### config.mk
export PLATFORM = sky130hd
export DESIGN_NAME = verinject_lane_compare
export DESIGN_NICKNAME = d
export VERILOG_FILES = /design/src/rtl/verinject_check_pkg.sv /design/src/rtl/verinject_lane_compare.sv
export SDC_FILE = /design/constraint.sdc
export NUM_CORES = 1
export LEC_CHECK = 0
export ABC_AREA = 1
export CAP_MARGIN = 20
export CORE_ASPECT_RATIO = 1.75
export CORE_MARGIN = 2
export CORE_UTILIZATION = 27
export CTS_BUF_LIST = sky130_fd_sc_hd__clkbuf_4 sky130_fd_sc_hd__clkbuf_8
export CTS_CLUSTER_DIAMETER = 100
export CTS_CLUSTER_SIZE = 40
export DETAILED_ROUTE_END_ITERATION = 10
export HOLD_SLACK_MARGIN = 0.15
export PLACE_DENSITY = 0.84
export SETUP_SLACK_MARGIN = 0.1
export SYNTH_ARGS = -nofsm -noshare
export SYNTH_HDL_FRONTEND = slang
export SYNTH_SLANG_ARGS = --single-unit
### constraint.sdc
create_clock -name clock -period 0.8 [get_ports clock]
set_input_delay 0.12 -clock clock [delete_from_list [all_inputs] [get_ports clock]]
set_output_delay 0.12 -clock clock [all_outputs]
set_load 0.05 [all_outputs]
### src/rtl/verinject_check_pkg.sv
// Shared types and helpers for the lockstep checker: FSM encoding, lowest-set-bit and saturating increment.
//  state       | meaning
//  ST_IDLE     | waiting for arm, statistics held
//  ST_ARMED    | run active, no divergence seen yet
//  ST_DIVERGED | at least one divergence, counting clean samples
//  ST_SETTLED  | outputs reconverged after a divergence
//  ST_HALTED   | frozen at first divergence (STOP_ON_FIRST)
package verinject_check_pkg;

    typedef enum logic [2:0] {
        ST_IDLE     = 3'd0,
        ST_ARMED    = 3'd1,
        ST_DIVERGED = 3'd2,
        ST_SETTLED  = 3'd3,
        ST_HALTED   = 3'd4
    } state_e;

    localparam int unsigned LSB_MAX_W = 256;
    localparam int unsigned SAT_MAX_W = 64;

    function automatic int unsigned lowest_set(input logic [LSB_MAX_W-1:0] v);
        int unsigned idx;
        idx = 0;
        for (int i = LSB_MAX_W - 1; i >= 0; i--) begin
            if (v[i]) idx = unsigned'(i);
        end
        return idx;
    endfunction

    // Counter of width w held in the low bits of a wide vector; sticks at all-ones.
    function automatic logic [SAT_MAX_W-1:0] sat_inc(input logic [SAT_MAX_W-1:0] v,
                                                     input int unsigned w);
        logic [SAT_MAX_W-1:0] maxv;
        maxv = (w >= SAT_MAX_W) ? '1 : ((SAT_MAX_W'(1) << w) - SAT_MAX_W'(1));
        return (v == maxv) ? v : v + SAT_MAX_W'(1);
    endfunction

endpackage

### src/rtl/verinject_lane_compare.sv
// One channel of the lockstep compare: masked word inequality, registered as a stage-1 mismatch bit.
module verinject_lane_compare
    import verinject_check_pkg::*;
#(
    parameter int unsigned WIDTH = 32
) (
    input  logic             clock,
    input  logic             reset_n,
    input  logic             i_flush,
    input  logic             i_valid,
    input  logic [WIDTH-1:0] i_real,
    input  logic [WIDTH-1:0] i_inj,
    input  logic             i_mask,
    output logic             o_mismatch
);

    logic w_diff;
    logic r_mismatch;

    assign w_diff = i_valid && (i_real != i_inj) && !i_mask;

    always_ff @(posedge clock) begin
        if (!reset_n || i_flush) r_mismatch <= 1'b0;
        else                     r_mismatch <= w_diff;
    end

    assign o_mismatch = r_mismatch;

endmodule

Word level (Yosys, flattened, before mapping)
Index checks and enable logic that the tools add are counted.

word-level totals
  register bits = 1
  input port bits = 69
  output and inout bits = 1
  word-level logic and storage cells = 7

operators by class
  equality and inequality tests = 1
  reductions and logical operators = 5

operators by type and width
  kind               number
  $ne 32x32->1       1
  $logic_and 1x1->1  2
  $logic_not 1->1    2
  $logic_or 1x1->1   1

Depth between registers and ports, before layout
  word-level depth = 3
  mapped depth = 9
  gate-level depth less buffers = 9

Worst setup path before layout
Ideal clock, no wire load.

  path kind = input -> register
  start point = input port i_inj[12]
  end point = register r_mismatch (netlist: o_mismatch)
  setup time = 111 ps
  data arrival time = 623 ps
  required time = 689 ps
  setup slack = 65 ps
  cell stages on the path = 8
  path buffers = 0
  cell sequence = nor2_1 > nor2_1 > nor2_1 > nand2_1 > nor2_1 > nand2_1 > nor2_1 > nor2_1

on the way
  cells in the longest elaborated chain, start to end = 3

RTL lines
  what                             line                          text
  start: declaration               verinject_lane_compare.sv:12  input logic [WIDTH-1:0] i_inj,
  $ne 32x32->1                     verinject_lane_compare.sv:20  assign w_diff = i_valid && (i_real != i_inj) && !i_mask;
  $logic_and 1x1->1 (2 in series)  verinject_lane_compare.sv:20
  end signal: assignment           verinject_lane_compare.sv:24  else r_mismatch <= w_diff;
  end: declaration                 verinject_lane_compare.sv:18  logic r_mismatch;

Every way passes these cells.
A chain may end at the register's enable or synchronous reset.

Final worst setup path
  start point = input port i_inj[27]
  end point = register r_mismatch (netlist: o_mismatch)

Same word-level chain as after synthesis.

==> results list <==
- The max-slew violation count came to 0.
- Number of register bits inferred by synthesis: 1
* Number of nets produced by synthesis: ~240
- Total length of routed wires: 2020 um
- After detailed routing, the average wire length per cell comes to 7.55 um.
- Fraction of layout instances using a drive strength above 1: 31.4%
- Summing the sequential cell areas from Yosys gives 2.93% of the chip area.
- Post-detailed-route DRC marker count: 0
- Number of flip-flops under the largest register name: 1
* Pin slew with the least headroom to its limit: between 100 and 150 ps
- Global routing used 13.3% of the available tracks.
- Area inside the core boundary: 2460 sq um
- STA puts the critical path data arrival time at 810 ps.
- Post-DP HPWL: 1840 um
* Wire length of the first global-routing pass: about 3400 um
* Critical path launch point type: input port
* Chip Width: 42.0 um
- Util after Layout: between 40% and 50%
- Critical-path cell list: buf_6 > nor2_1 > nor2_1 > nor2_1 > nand2_1 > nor2_1 > nand2_1 > nor2_1 > nor2_1
- The number of different library cells used by synthesis comes to 6.
* Critical path buffers and inverters: 1
- The worst hold path was traced through 3 stages.
* Top routing layer used: met3
* Detailed Route Iter0 Violations: 4
- Most common cell after layout, fill and taps aside: nand2_1
- The initial antenna violation count came to 0.
- Relative to the synthesized area, the layout overhead comes to 77.1%.
- In this run the most critical hold path is launched from i_mask.
* Post-route antenna net violation count: 0
- Initial core utilization: 27.7%
- Synthesis handed over a netlist of 173 instances.
* Static leakage power: 0.893 nW
- Remaining max-slew budget at the tightest pin: 92.0%
* Hold Path Class: input port to register
- I/O Pins: 70
* Peak supply drop: 0.195 mV
- Syn Area/Cell: roughly 3.9 sq um
- Overflow after GRT: 0
- The run finished, with violations left.
- Fin nets: around 310
- Max-cap violations in this run came to 0.
- At the end of routability-driven placement, the weighted congestion stood at 0.667.
* Pin count of the biggest net entering global routing: 3
* Number of optimization iterations in the first detailed-route pass: 4
* CP endpoint kind: register
- For this block, the via count after detailed routing is 1,068.
- After clock tree synthesis, the clock-pin slew on the worst setup and hold paths is 0 ps.
- Average via count per standard cell: 3.99
* End point of the most critical hold path: o_mismatch$_SDFF_PP0_
* Synth warnings: 0
* Final setup margin: -121 ps
- At the worst endpoint, the required time is roughly 690 ps.
- Die Y-Extent: 70.5 um
- Among all stages on the critical path, the largest delay is contributed by nor2_1.
- On the worst path, the slowest cell contributes a delay of 100 ps.
- Total number of placement rows: 24
* Final Hold Fails: 0
* Share of the synthesized area in the top cell type: 42.9%
* Number of buffers inserted by hold repair at cts: 0
- Antenna Diode Count: 0
- Length of routed wiring on met1: roughly 730 um
* Total die area: approximately 3000 sq um
- Top cells by area, synth: nand2_1, inv_1, nor2_1, xor2_1, dfxtp_1
- Count of input and output buffers: 69
- Setup Total Neg Slack: -121 ps
- Detailed route wirelength on metal2: 1110 um
- Setup repair after global routing could not meet its margin everywhere.
- The routed design uses 179 um of met3 wire.
- Peak clock frequency supported by timing: 1.09 GHz
* Critical Path Fanout Max: 2
- Category of the most critical setup path: input port to register
- In the layout the commonest cells are nand2_1, inv_1, buf_2.
- Violated checks: negative setup slack
- After synthesis the cells add up to 683 sq um.
* Clock period minus final worst setup slack: 921 ps
- The worst path uses 115% of the clock period.
* Number of global-route vias before repair: 932
- Top delay family on crit path: simple AND/OR/NAND/NOR gates
- Crit path top cell by count: nor2_1
- Of all cell types, the one taking the most synthesized area is nand2_1.
- Final setup violation count: 1
* Pwr/cell area: 444 nW/um^2
-- stage by stage --
stage | hold slack [ps] | instances | power (mW) | instance area (sq um) | setup slack (ps)
6_report | 403 | 268 | 0.537 | 1210 | -121
5_1_grt | 429 | 268 | 0.611 | 1210 | -210
4_1_cts | 519 | 268 | 0.521 | 1220 | -184
3_5_place_dp | 573 | 268 | 0.648 | 1420 | -519
3_3_place_gp | 571 | 268 | 0.634 | 1420 | -513
2_1_floorplan | 280 | 173 | 0.252 | 683 | 65.4
-- area by class of cell --
| type | count | area (sq um) |
|---|---|---|
| fillers | 309 | 1250 |
| inverters | 48 | 180 |
| multi-input cells | 124 | 498 |
| flip-flops and latches | 1 | 20.0 |
| well taps | 26 | 32.5 |
| repair buffers | 69 | 479 |
-- cell families after synthesis --
kind of cell           share of synthesized area [%]
flip-flops                                      2.93
AND/OR/NAND/NOR                                 66.9
buffers and inverters                           26.4
XOR/XNOR                                        3.85
-- cells in the mapped netlist --
| library cell | count |
|---|---|
| inv_1 | 48 |
| or3_1 | 1 |
| nand2_1 | 78 |
| nor2_1 | 42 |
| dfxtp_1 | 1 |
| xor2_1 | 3 |
-- where the power goes --
part / internal, mW / leakage, nW / switching, mW
clock: 0 / 0 / 0
combinational: 0.274 / 0.884 / 0.210
sequential: 0.0523 / 0.00814 / 0.00105
-- worst max path at each step --
stage          slack (ps)                     to  depth (start not counted)       from
2_1_floorplan          70  o_mismatch$_SDFF_PP0_                          8  i_inj[12]
3_3_place_gp         -510  o_mismatch$_SDFF_PP0_                         10   i_inj[2]
3_5_place_dp         -520  o_mismatch$_SDFF_PP0_                         10  i_inj[14]
4_1_cts              -180  o_mismatch$_SDFF_PP0_                          8  i_real[4]
5_1_grt              -210  o_mismatch$_SDFF_PP0_                          9  i_inj[27]
6_report             -120  o_mismatch$_SDFF_PP0_                          9  i_inj[27]
-- repair_timing --
| item | 4_1_cts | 5_1_grt |
|---|---|---|
| setup buffers | 0 | 0 |
| endpoints found under the hold margin | 0 | 0 |
| pin swaps | 86 | 51 |
| setup endpoints to repair | 1 | 1 |
| resized for setup | 215 | 48 |
| cloned | 0 | 0 |
-- metal layers --
metal  GRT usage (%)  vias to the layer above
met5               0                        -
met2            28.8                       46
met3            1.53                        0
met4               0                        0
li1                -                      610
met1            13.7                      412
Power figures use the tool's default switching activity.
